<file path="src/rtl/sram_like_bridge.sv">
// sram_like_bridge: adapts a core-side SRAM port (level-held enable, byte
// enables) to an SRAM-like bus (req/addr_ok/data_ok handshakes). It serves
// either the instruction or the data side, holds the response while the
// pipeline is stalled, and drains accesses cancelled by a flush.
// Optional feature macro: BRIDGE_PERF_CNT_EN adds request/stall counters.
module sram_like_bridge #(
  parameter int DW   = 32,
  parameter int AW   = 32,
  parameter int RDSZ = 2
) (
  input  logic            clk,
  input  logic            rst,
  input  logic            sram_en,
  input  logic [DW/8-1:0] sram_wen,
  input  logic [AW-1:0]   sram_addr,
  input  logic [DW-1:0]   sram_wdata,
  output logic [DW-1:0]   sram_rdata,
  output logic            stall,
  input  logic            flush,
  input  logic            longest_stall,
  output logic            busy,
  output logic            be_err,
  output logic            req,
  output logic            wr,
  output logic [1:0]      size,
  output logic [AW-1:0]   addr,
  output logic [DW-1:0]   wdata,
  input  logic            addr_ok,
  input  logic            data_ok,
  input  logic [DW-1:0]   rdata
`ifdef BRIDGE_PERF_CNT_EN
  ,
  output logic [31:0]     perf_req_cnt,
  output logic [31:0]     perf_stall_cnt
`endif
);

  localparam int BW = DW / 8;
  localparam int OFFW = $clog2(BW);
  localparam logic [1:0] FULLSZ = 2'(OFFW);
  localparam logic [1:0] READSZ = 2'(RDSZ);
  localparam logic [AW-1:0] OFFMASK = AW'(BW - 1);

  localparam logic [1:0] S_IDLE = 2'd0;
  localparam logic [1:0] S_REQ  = 2'd1;
  localparam logic [1:0] S_WAIT = 2'd2;
  localparam logic [1:0] S_HOLD = 2'd3;

  logic [1:0]      state_q, state_d;
  logic            drop_q, drop_d;
  logic            wr_q;
  logic [1:0]      size_q;
  logic [AW-1:0]   addr_q;
  logic [DW-1:0]   wdata_q;
  logic [DW-1:0]   rdata_q;

  logic [3:0]      beCnt;
  logic [OFFW-1:0] beLo;
  logic [BW-1:0]   beMask;
  logic [1:0]      beSize;
  logic            beAlignOk;
  logic            beLegal;

  logic            isWrite;
  logic [1:0]      issueSize;
  logic [AW-1:0]   issueAddr;
  logic            issueBeErr;
  logic            issue;
  logic            dropNow;
  logic            resp;
  logic            captureData;

  // Classify the byte-enable pattern: count, lowest lane, and whether it is a
  // naturally aligned contiguous run of 1/2/4/8 bytes.
  always_comb begin
    beCnt = '0;
    beLo = '0;
    for (int i = BW - 1; i >= 0; i--) begin
      if (sram_wen[i]) beLo = OFFW'(i);
    end
    for (int i = 0; i < BW; i++) begin
      beCnt = beCnt + 4'(sram_wen[i]);
    end
    beMask = BW'((32'd1 << beCnt) - 32'd1) << beLo;
    beSize = '0;
    beAlignOk = 1'b0;
    case (beCnt)
      4'd1: begin beSize = 2'd0; beAlignOk = 1'b1; end
      4'd2: begin beSize = 2'd1; beAlignOk = (beLo[0] == 1'b0); end
      4'd4: begin beSize = 2'd2; beAlignOk = (beLo[1:0] == 2'b00); end
      4'd8: begin beSize = 2'd3; beAlignOk = (beLo == '0); end
      default: ;
    endcase
    beLegal = beAlignOk && (beMask == sram_wen);
  end

  // Translate the core request into bus size/address; illegal patterns fall
  // back to a full-width write so the bus never sees an odd size.
  always_comb begin
    isWrite = |sram_wen;
    issueSize = READSZ;
    issueAddr = sram_addr & ~OFFMASK;
    issueBeErr = 1'b0;
    if (isWrite) begin
      if (beLegal) begin
        issueSize = beSize;
        issueAddr = (sram_addr & ~OFFMASK) | AW'(beLo);
      end else begin
        issueSize = FULLSZ;
        issueBeErr = 1'b1;
      end
    end
  end

  // Drive the bus: combinationally from the core in the issue cycle, then from
  // the captured registers until the address is accepted.
  always_comb begin
    issue = (state_q == S_IDLE) && sram_en && !flush;
    req = 1'b0;
    wr = 1'b0;
    size = '0;
    addr = '0;
    wdata = '0;
    if (state_q == S_REQ) begin
      req = 1'b1;
      wr = wr_q;
      size = size_q;
      addr = addr_q;
      wdata = wdata_q;
    end else if (issue) begin
      req = 1'b1;
      wr = isWrite;
      size = issueSize;
      addr = issueAddr;
      wdata = sram_wdata;
    end
    be_err = issue && issueBeErr;
    busy = (state_q == S_REQ) || (state_q == S_WAIT);
    dropNow = drop_q || flush;
    resp = ((state_q == S_WAIT) && data_ok && !drop_q) || (state_q == S_HOLD);
    stall = sram_en && !resp && !flush;
    sram_rdata = ((state_q == S_WAIT) && data_ok) ? rdata : rdata_q;
    captureData = (state_q == S_WAIT) && data_ok && !dropNow;
  end

  // Next-state logic, including the drop flag that marks a cancelled access
  // still owed a data_ok by the bus.
  always_comb begin
    state_d = state_q;
    drop_d = drop_q;
    case (state_q)
      S_IDLE: begin
        if (issue) state_d = addr_ok ? S_WAIT : S_REQ;
      end
      S_REQ: begin
        if (flush) drop_d = 1'b1;
        if (addr_ok) state_d = S_WAIT;
      end
      S_WAIT: begin
        if (data_ok) begin
          drop_d = 1'b0;
          if (!dropNow && sram_en && longest_stall) state_d = S_HOLD;
          else state_d = S_IDLE;
        end else if (flush) begin
          drop_d = 1'b1;
        end
      end
      default: begin
        if (flush || !longest_stall) state_d = S_IDLE;
      end
    endcase
  end

  // State, issue-time request capture and read-data capture.
  always_ff @(posedge clk or negedge rst) begin
    if (!rst) begin
      state_q <= S_IDLE;
      drop_q <= 1'b0;
      wr_q <= 1'b0;
      size_q <= '0;
      addr_q <= '0;
      wdata_q <= '0;
      rdata_q <= '0;
    end else begin
      state_q <= state_d;
      drop_q <= drop_d;
      if (issue) begin
        wr_q <= isWrite;
        size_q <= issueSize;
        addr_q <= issueAddr;
        wdata_q <= sram_wdata;
      end
      if (captureData) rdata_q <= rdata;
    end
  end

`ifdef BRIDGE_PERF_CNT_EN
  // Free-running counters of accepted requests and core stall cycles.
  always_ff @(posedge clk or negedge rst) begin
    if (!rst) begin
      perf_req_cnt <= '0;
      perf_stall_cnt <= '0;
    end else begin
      if (req && addr_ok) perf_req_cnt <= perf_req_cnt + 32'd1;
      if (stall) perf_stall_cnt <= perf_stall_cnt + 32'd1;
    end
  end
`else
`endif

endmodule

</file>
<file path="config.mk">
export PLATFORM = sky130hd
export DESIGN_NAME = sram_like_bridge
export DESIGN_NICKNAME = d
export VERILOG_FILES = /design/src/rtl/sram_like_bridge.sv
export SDC_FILE = /design/constraint.sdc
export NUM_CORES = 1
export LEC_CHECK = 0
export BUFFER_PORTS_ARGS = -buffer_cell sky130_fd_sc_hd__buf_2
export CORE_AREA = 2 2 151 79
export DETAILED_ROUTE_END_ITERATION = 7
export DIE_AREA = 0 0 153 81
export GPL_TIMING_DRIVEN = 0
export PLACE_DENSITY = 0.8
export SYNTH_ARGS = -nofsm -noshare
export SYNTH_HDL_FRONTEND = slang
export SYNTH_SLANG_ARGS = --single-unit
</file>
<file path="constraint.sdc">
create_clock -name clk -period 6.9 [get_ports clk]
set_input_delay 1.38 -clock clk [delete_from_list [all_inputs] [get_ports clk]]
set_output_delay 1.38 -clock clk [all_outputs]
set_load 0.01 [all_outputs]
</file>
==> results of run 1 <==
[area by class of cell]
type	instances	share of cell area
plain buffers	38	0.0224
clock buffers	9	0.0325
clock inverters	7	0.0127
inverters	9	0.00488
multi-input cells	467	0.379
flip-flops and latches	102	0.369
well taps	150	0.0271
repair buffers	206	0.153
[worst max-delay path, delay by kind of cell]
| kind | cells | cell delay [ns] |
|---|---|---|
| compound gates | 3 | 0.66 |
| xor+xnor | 1 | 0.23 |
| fa+ha+maj | 4 | 1.24 |
| buf+inv | 5 | 0.67 |
| simple gates | 2 | 0.92 |
[worst max path at each step]
stage                     slack (ns)      end
after global routing            0.18  size[1]
after detailed placement        0.43  size[1]
after global placement          0.50  size[1]
final                           0.41  size[1]
after floorplan                 0.84  size[1]
after CTS                       0.42  size[1]
[through the flow]
stage	power (uW)	util	worst slack, ns	area (um2)	hold slack, ns
3_5_place_dp	2200	0.584	0.434	6610	0.463
5_1_grt	2930	0.612	0.176	6920	0.490
2_1_floorplan	1740	-	0.835	5360	0.446
3_3_place_gp	2160	0.581	0.502	6580	0.458
4_1_cts	2740	0.612	0.416	6920	0.480
6_report	2720	0.612	0.407	6920	0.475
[layout by cell type, fill, tap and decap left out, types with 2 or more instances in the layout]
cell type and count:
nand2_1 270, buf_2 205, dfrtp_1 102, o21ai_0 69
mux2_2 66, clkbuf_1 32, inv_1 9, a21oi_1 9
clkbuf_16 9, ha_1 8, nor2_1 4, or3_1 4
buf_1 3, nand2b_1 3, nor3_1 3, buf_4 2
nor3b_1 2, xnor2_1 2, o31a_1 2, o21a_1 2
inv_6 2, inv_8 2, clkinv_4 2
[sequential cells by signal (all words and copies together) (netlist names)]
signal and count:
state_q 2, addr_q 32, drop_q 1, rdata_q 32, size_q 2, wr_q 1
wdata_q 32
[synthesized netlist by cell type, types with 2 or more instances]
| cell type | count |
|---|---|
| or3_1 | 4 |
| dfrtp_1 | 102 |
| nand2b_1 | 3 |
| o21a_1 | 2 |
| nor3_1 | 3 |
| nor3b_1 | 2 |
| clkbuf_1 | 32 |
| a21oi_1 | 9 |
| buf_1 | 3 |
| inv_1 | 9 |
| o31a_1 | 2 |
| ha_1 | 8 |
| nand2_1 | 270 |
| xnor2_1 | 2 |
| o21ai_0 | 69 |
| nor2_1 | 4 |
| mux2_2 | 66 |
[power by group through the flow]
stage               clock (uW)  sequential, uW  combinational [uW]
finish                     536            1010                1170
global route               573            1050                1310
CTS                        545            1010                1190
detailed placement           0            1010                1180
global placement             0            1000                1150
floorplan                    0             978                 763
[routing by layer]
layer | wire [um] | track usage
met3 | 971 | 0.0678
met1 | 7340 | 0.354
met5 | 0 | 0
met2 | 6180 | 0.369
met4 | 124 | 0.0565
[cells by family (layout without fill, tap and decap cells)]
| kind of cell | count (synthesis) | count (layout) | synth area share |
|---|---|---|---|
| fa+ha+maj | 9 | 9 | 0.0224 |
| compound gates | 94 | 94 | 0.103 |
| simple gates | 296 | 296 | 0.222 |
| flops | 102 | 102 | 0.476 |
| mux | 66 | 66 | 0.139 |
| xor+xnor | 2 | 2 | 0.00327 |
| buf+inv | 47 | 269 | 0.0352 |
==> flow_summary.toml, run 1 <==
[layout]
fillCellCount = 1006
stdcell_count = 988
multi_input_area_um2 = 2620
area_delta_synth_final_pct = 29.0
drive_above_1_share = 0.354
antennaDiodeCount = 0
final_nets = 949
seq_area_um2 = 2550

[floorplanning]
dieHeight_um = 81
num_io_pins = 210
dieArea_um2 = 12400
die_x_um = 153
initial_core_util = 0.474
rows = 28
coreArea_um2 = 11300

[sta]
period_needed_ns = 6.49
rsz0062_at_grt = "no"
final.setup_skew_ns = 0.0111
timing.final.max_slew_violations = 0
slew_headroom = 0.559
hold_violations = 0
setup-violations-final = 0
max_freq_ghz = 0.154
period_share = 0.941
tns_ns = 0
tightest_slew_ns = 0.662

[worst_setup_path]
r2r_cells = 6
worst_setup_path_start_kind = "input pin"
cp_data_required_time_ns = 5.52
regToRegSetupSlack_ns = 4.36
crit_fanout = 9
crit_slowest_cell = "fa_1"
startpoint = "sram_wen[0]"
regToRegEndpoint = "rdata_q[29]"
r2r_start = "state_q[0]"
crit_path_max_incr_delay_ns = 0.56
end_kind = "primary output"
path_cells = "buf_2, inv_1, fa_1, inv_1, ha_1, ha_1, or3_1, buf_6, ha_1, xnor2_1, a22oi_1, nor4_1, o211ai_4, o31a_1, buf_2"
worstSetupPathType = "input pin to primary output"
worst_path_most_repeated_cell = "ha_1"
critPathArrivalTime_ns = 5.11

[grt]
grt_overflow_total = 0
grt.total_usage = 0.245
grt_start_max_net_pins = 70
grt_pass1_wl_mm = 24.0
first_global_vias = 4765
grt_antenna_before_repair = 0

[logic_synthesis]
ys.flop_type = "dfrtp_1"
syn-cell-area_um2 = 5360
netlist_instances = 616
ys_ff_latch = 102
syn_area_per_cell_um2 = 8.71
synth-async-reset-ratio = 1.00
synth_edf_count = 0
synth_top_area_cell = "dfrtp_1"
yosys.area.top_type_share = 0.476
syn_nets = 732
ys_types = 43
yosysWarningCount = 0
synth.area.top_cells = "dfrtp_1 (48%), nand2_1 (19%), mux2_2 (14%)"
ys_seq_area_frac = 0.476

[placement]
dp_hpwl_mm = 11.2
dpl.cell_count = 972
portBuffers = 205
finalWeightedCongestion = 0.895

[run_status]
status = "complete, no violations"

[power_and_ir_drop]
internal_power_uw = 1670
pwr-share-clk = 0.197
p_leak_uw = 0.00368
seq_power_share = 0.371
swShare = 0.386
power_switching_uw = 1050
comb_power_share = 0.432
power.density_nw_per_um2 = 393
ir_drop_v = 0.000224

[job]
maxCapViolCount = 0

[detailed_routing]
drc_errors = 0
wl_mm = 14.6
via_count = 4993
vias_per_cell = 5.05
wl_per_cell_um = 14.8
drt_first_pass_iters = 4
first_iter_violations = 294
ant_nets = 0

[min_path]
holdPathEnd = "addr_q[25]"
hold_start = "addr_q[25]"
min_path_type = "register to register"
hold_depth = 2

[clock_network]
tritoncts = "done"
clkTransAtPathRegs_ns = 0.07
clk_path_buf_depth = 2
worstSkewPairLatency_ns = 0.35
post_cts_resized = 0
cts_root_buf = "clkbuf_16"
cts_hold_buf = 0
clock-sinks = 102
htree_levels = 3
cts-buffers-inserted = 9
cts_setup_buffers = 0
No activity file was read; power rests on OpenSTA's default activity.
==> run 2: changes to the inputs <==
Settings changed: CORE_AREA 2 2 151 79 to 2 2 165 86, DIE_AREA 0 0 153 81 to 0 0 167 88, PLACE_DENSITY 0.8 to 0.69.
==> run 2 against run 1 <==
Effect of this change:
- sequential share of layout area hardly changed
- non-clock buffer count is the same
- worst setup slack worse by 0.0045 ns
- wire length grew 2.6%
- combinational power about the same
- critical path depth did not move
- total power is 1.7% lower
- sequential cell count did not move
- critical endpoint unchanged
- largest power group unchanged
==> flow_summary.toml, run 2 (synthesized netlist as in run 1, its figures left out) <==
[run_status]
status = "complete, no violations"

[sta]
rsz0062_at_grt = "no"
timing.final.max_slew_violations = 0
max_freq_ghz = 0.154
period_needed_ns = 6.50
tightest_slew_ns = 0.722
final.setup_skew_ns = 0.00948
slew_headroom = 0.519
hold_violations = 0
period_share = 0.942
setup-violations-final = 0
whs_ns = 0.477
setup_ws_ns = 0.402
tns_ns = 0

[clock_network]
cts-buffers-inserted = 9
cts_setup_buffers = 0
clock-sinks = 102
htree_levels = 3
clk_path_buf_depth = 2
cts_hold_buf = 0
cts_root_buf = "clkbuf_16"
tritoncts = "done"
clkTransAtPathRegs_ns = 0.07
post_cts_resized = 0
worstSkewPairLatency_ns = 0.34

[worst_setup_path]
r2r_cells = 6
r2r_start = "state_q[0]"
cp_data_required_time_ns = 5.52
crit_fanout = 9
end_kind = "primary output"
worst_setup_path_start_kind = "input pin"
critPathArrivalTime_ns = 5.12
worstSetupPathType = "input pin to primary output"
regToRegSetupSlack_ns = 4.33
regToRegEndpoint = "rdata_q[16]"

[floorplanning]
coreArea_um2 = 13300
dieArea_um2 = 14700
num_io_pins = 210
initial_core_util = 0.405
die_x_um = 167
dieHeight_um = 88
rows = 30

[grt]
grt_pass1_wl_mm = 24.1
grt_antenna_before_repair = 1
grt.total_usage = 0.206
grt_start_max_net_pins = 56
first_global_vias = 4742
grt_overflow_total = 0

[power_and_ir_drop]
internal_power_uw = 1640
pwr-share-clk = 0.182
swShare = 0.387
total_power_uw = 2670
power_switching_uw = 1030
p_leak_uw = 0.00366
comb_power_share = 0.442
ir_drop_v = 0.000177
seq_power_share = 0.376
power.density_nw_per_um2 = 386

[min_path]
hold_depth = 2
holdPathEnd = "wdata_q[28]"
hold_start = "wdata_q[28]"
min_path_type = "register to register"

[layout]
antennaDiodeCount = 0
design_area_um2 = 6930
final_cell_mix = "nand2_1 (270), buf_2 (205), dfrtp_1 (102)"
drive_above_1_share = 0.353
final_nets = 949
fillCellCount = 1267
largestRegisters = "addr_q x32, rdata_q x32, wdata_q x32"
area_delta_synth_final_pct = 29.1
layout_commonest_cell = "nand2_1"

[detailed_routing]
via_count = 5000
wl_per_cell_um = 14.8
wl_mm = 15.0
vias_per_cell = 4.93
drt_first_pass_iters = 4
ant_nets = 0
drc_errors = 0
first_iter_violations = 231

[placement]
dp_hpwl_mm = 11.5
finalWeightedCongestion = 0.835
dpl_cell_area_um2 = 6640
portBuffers = 205
pre_cts_slack_ns = 0.455

[job]
maxCapViolCount = 0
[run 2: cell types whose count changed in the layout (fill, tap and decap cells not counted), sizes merged]
cell / previous run / this run
clkbuf: 41 / 43
clkinvlp: 0 / 2
inv: 13 / 10
bufinv: 1 / 0
[run 2: worst max path at each step]
stage,cells after the start,slack (ns),startpoint,endpoint
after detailed placement,16,0.46,sram_wen[0],size[1]
after global routing,15,0.20,sram_wen[0],addr[0]
final,15,0.40,sram_wen[0],size[1]
after global placement,16,0.46,sram_wen[0],size[1]
after floorplan,15,0.84,sram_wen[0],size[1]
after CTS,16,0.43,sram_wen[0],size[1]
[run 2: final cells by class]
type	instances	area [um2]	share of cell area
tap	176	220	0.0318
clock buffer	11	243	0.0350
multi-input combinational	467	2620	0.379
clock inverter	5	43.8	0.00632
sequential	102	2550	0.368
buffer	38	155	0.0224
timing repair buffer	206	1060	0.152
inverter	9	33.8	0.00488
[run 2: stage by stage]
stage,util,instances
floorplan,-,616
global placement,0.499,997
detailed placement,0.501,998
CTS,0.523,1014
global route,0.523,1014
finish,0.523,1014
[run 2: power by group through the flow]
stage | logic [uW] | clock network [uW] | registers, uW
floorplan | 763 | 0 | 978
global placement | 1170 | 0 | 1000
detailed placement | 1190 | 0 | 1010
CTS | 1190 | 502 | 1000
global route | 1320 | 525 | 1050
finish | 1180 | 486 | 1010
[run 2: worst max-delay path: stages]
cell	delay (ns)
buf_2	0.19
inv_1	0.13
fa_1	0.55
inv_1	0.04
ha_1	0.17
ha_1	0.36
or3_1	0.41
buf_6	0.14
ha_1	0.20
xnor2_1	0.26
a22oi_1	0.15
nor4_1	0.48
o211ai_4	0.19
o31a_1	0.32
buf_2	0.14
[run 2: metal layers]
metal | vias to the layer above | GRT usage | share of wire
met5 | - | 0 | 0
met2 | 195 | 0.297 | 0.41
li1 | 2467 | - | -
met1 | 2327 | 0.299 | 0.49
met3 | 11 | 0.0755 | 0.092
met4 | 0 | 0.0431 | 0.0079
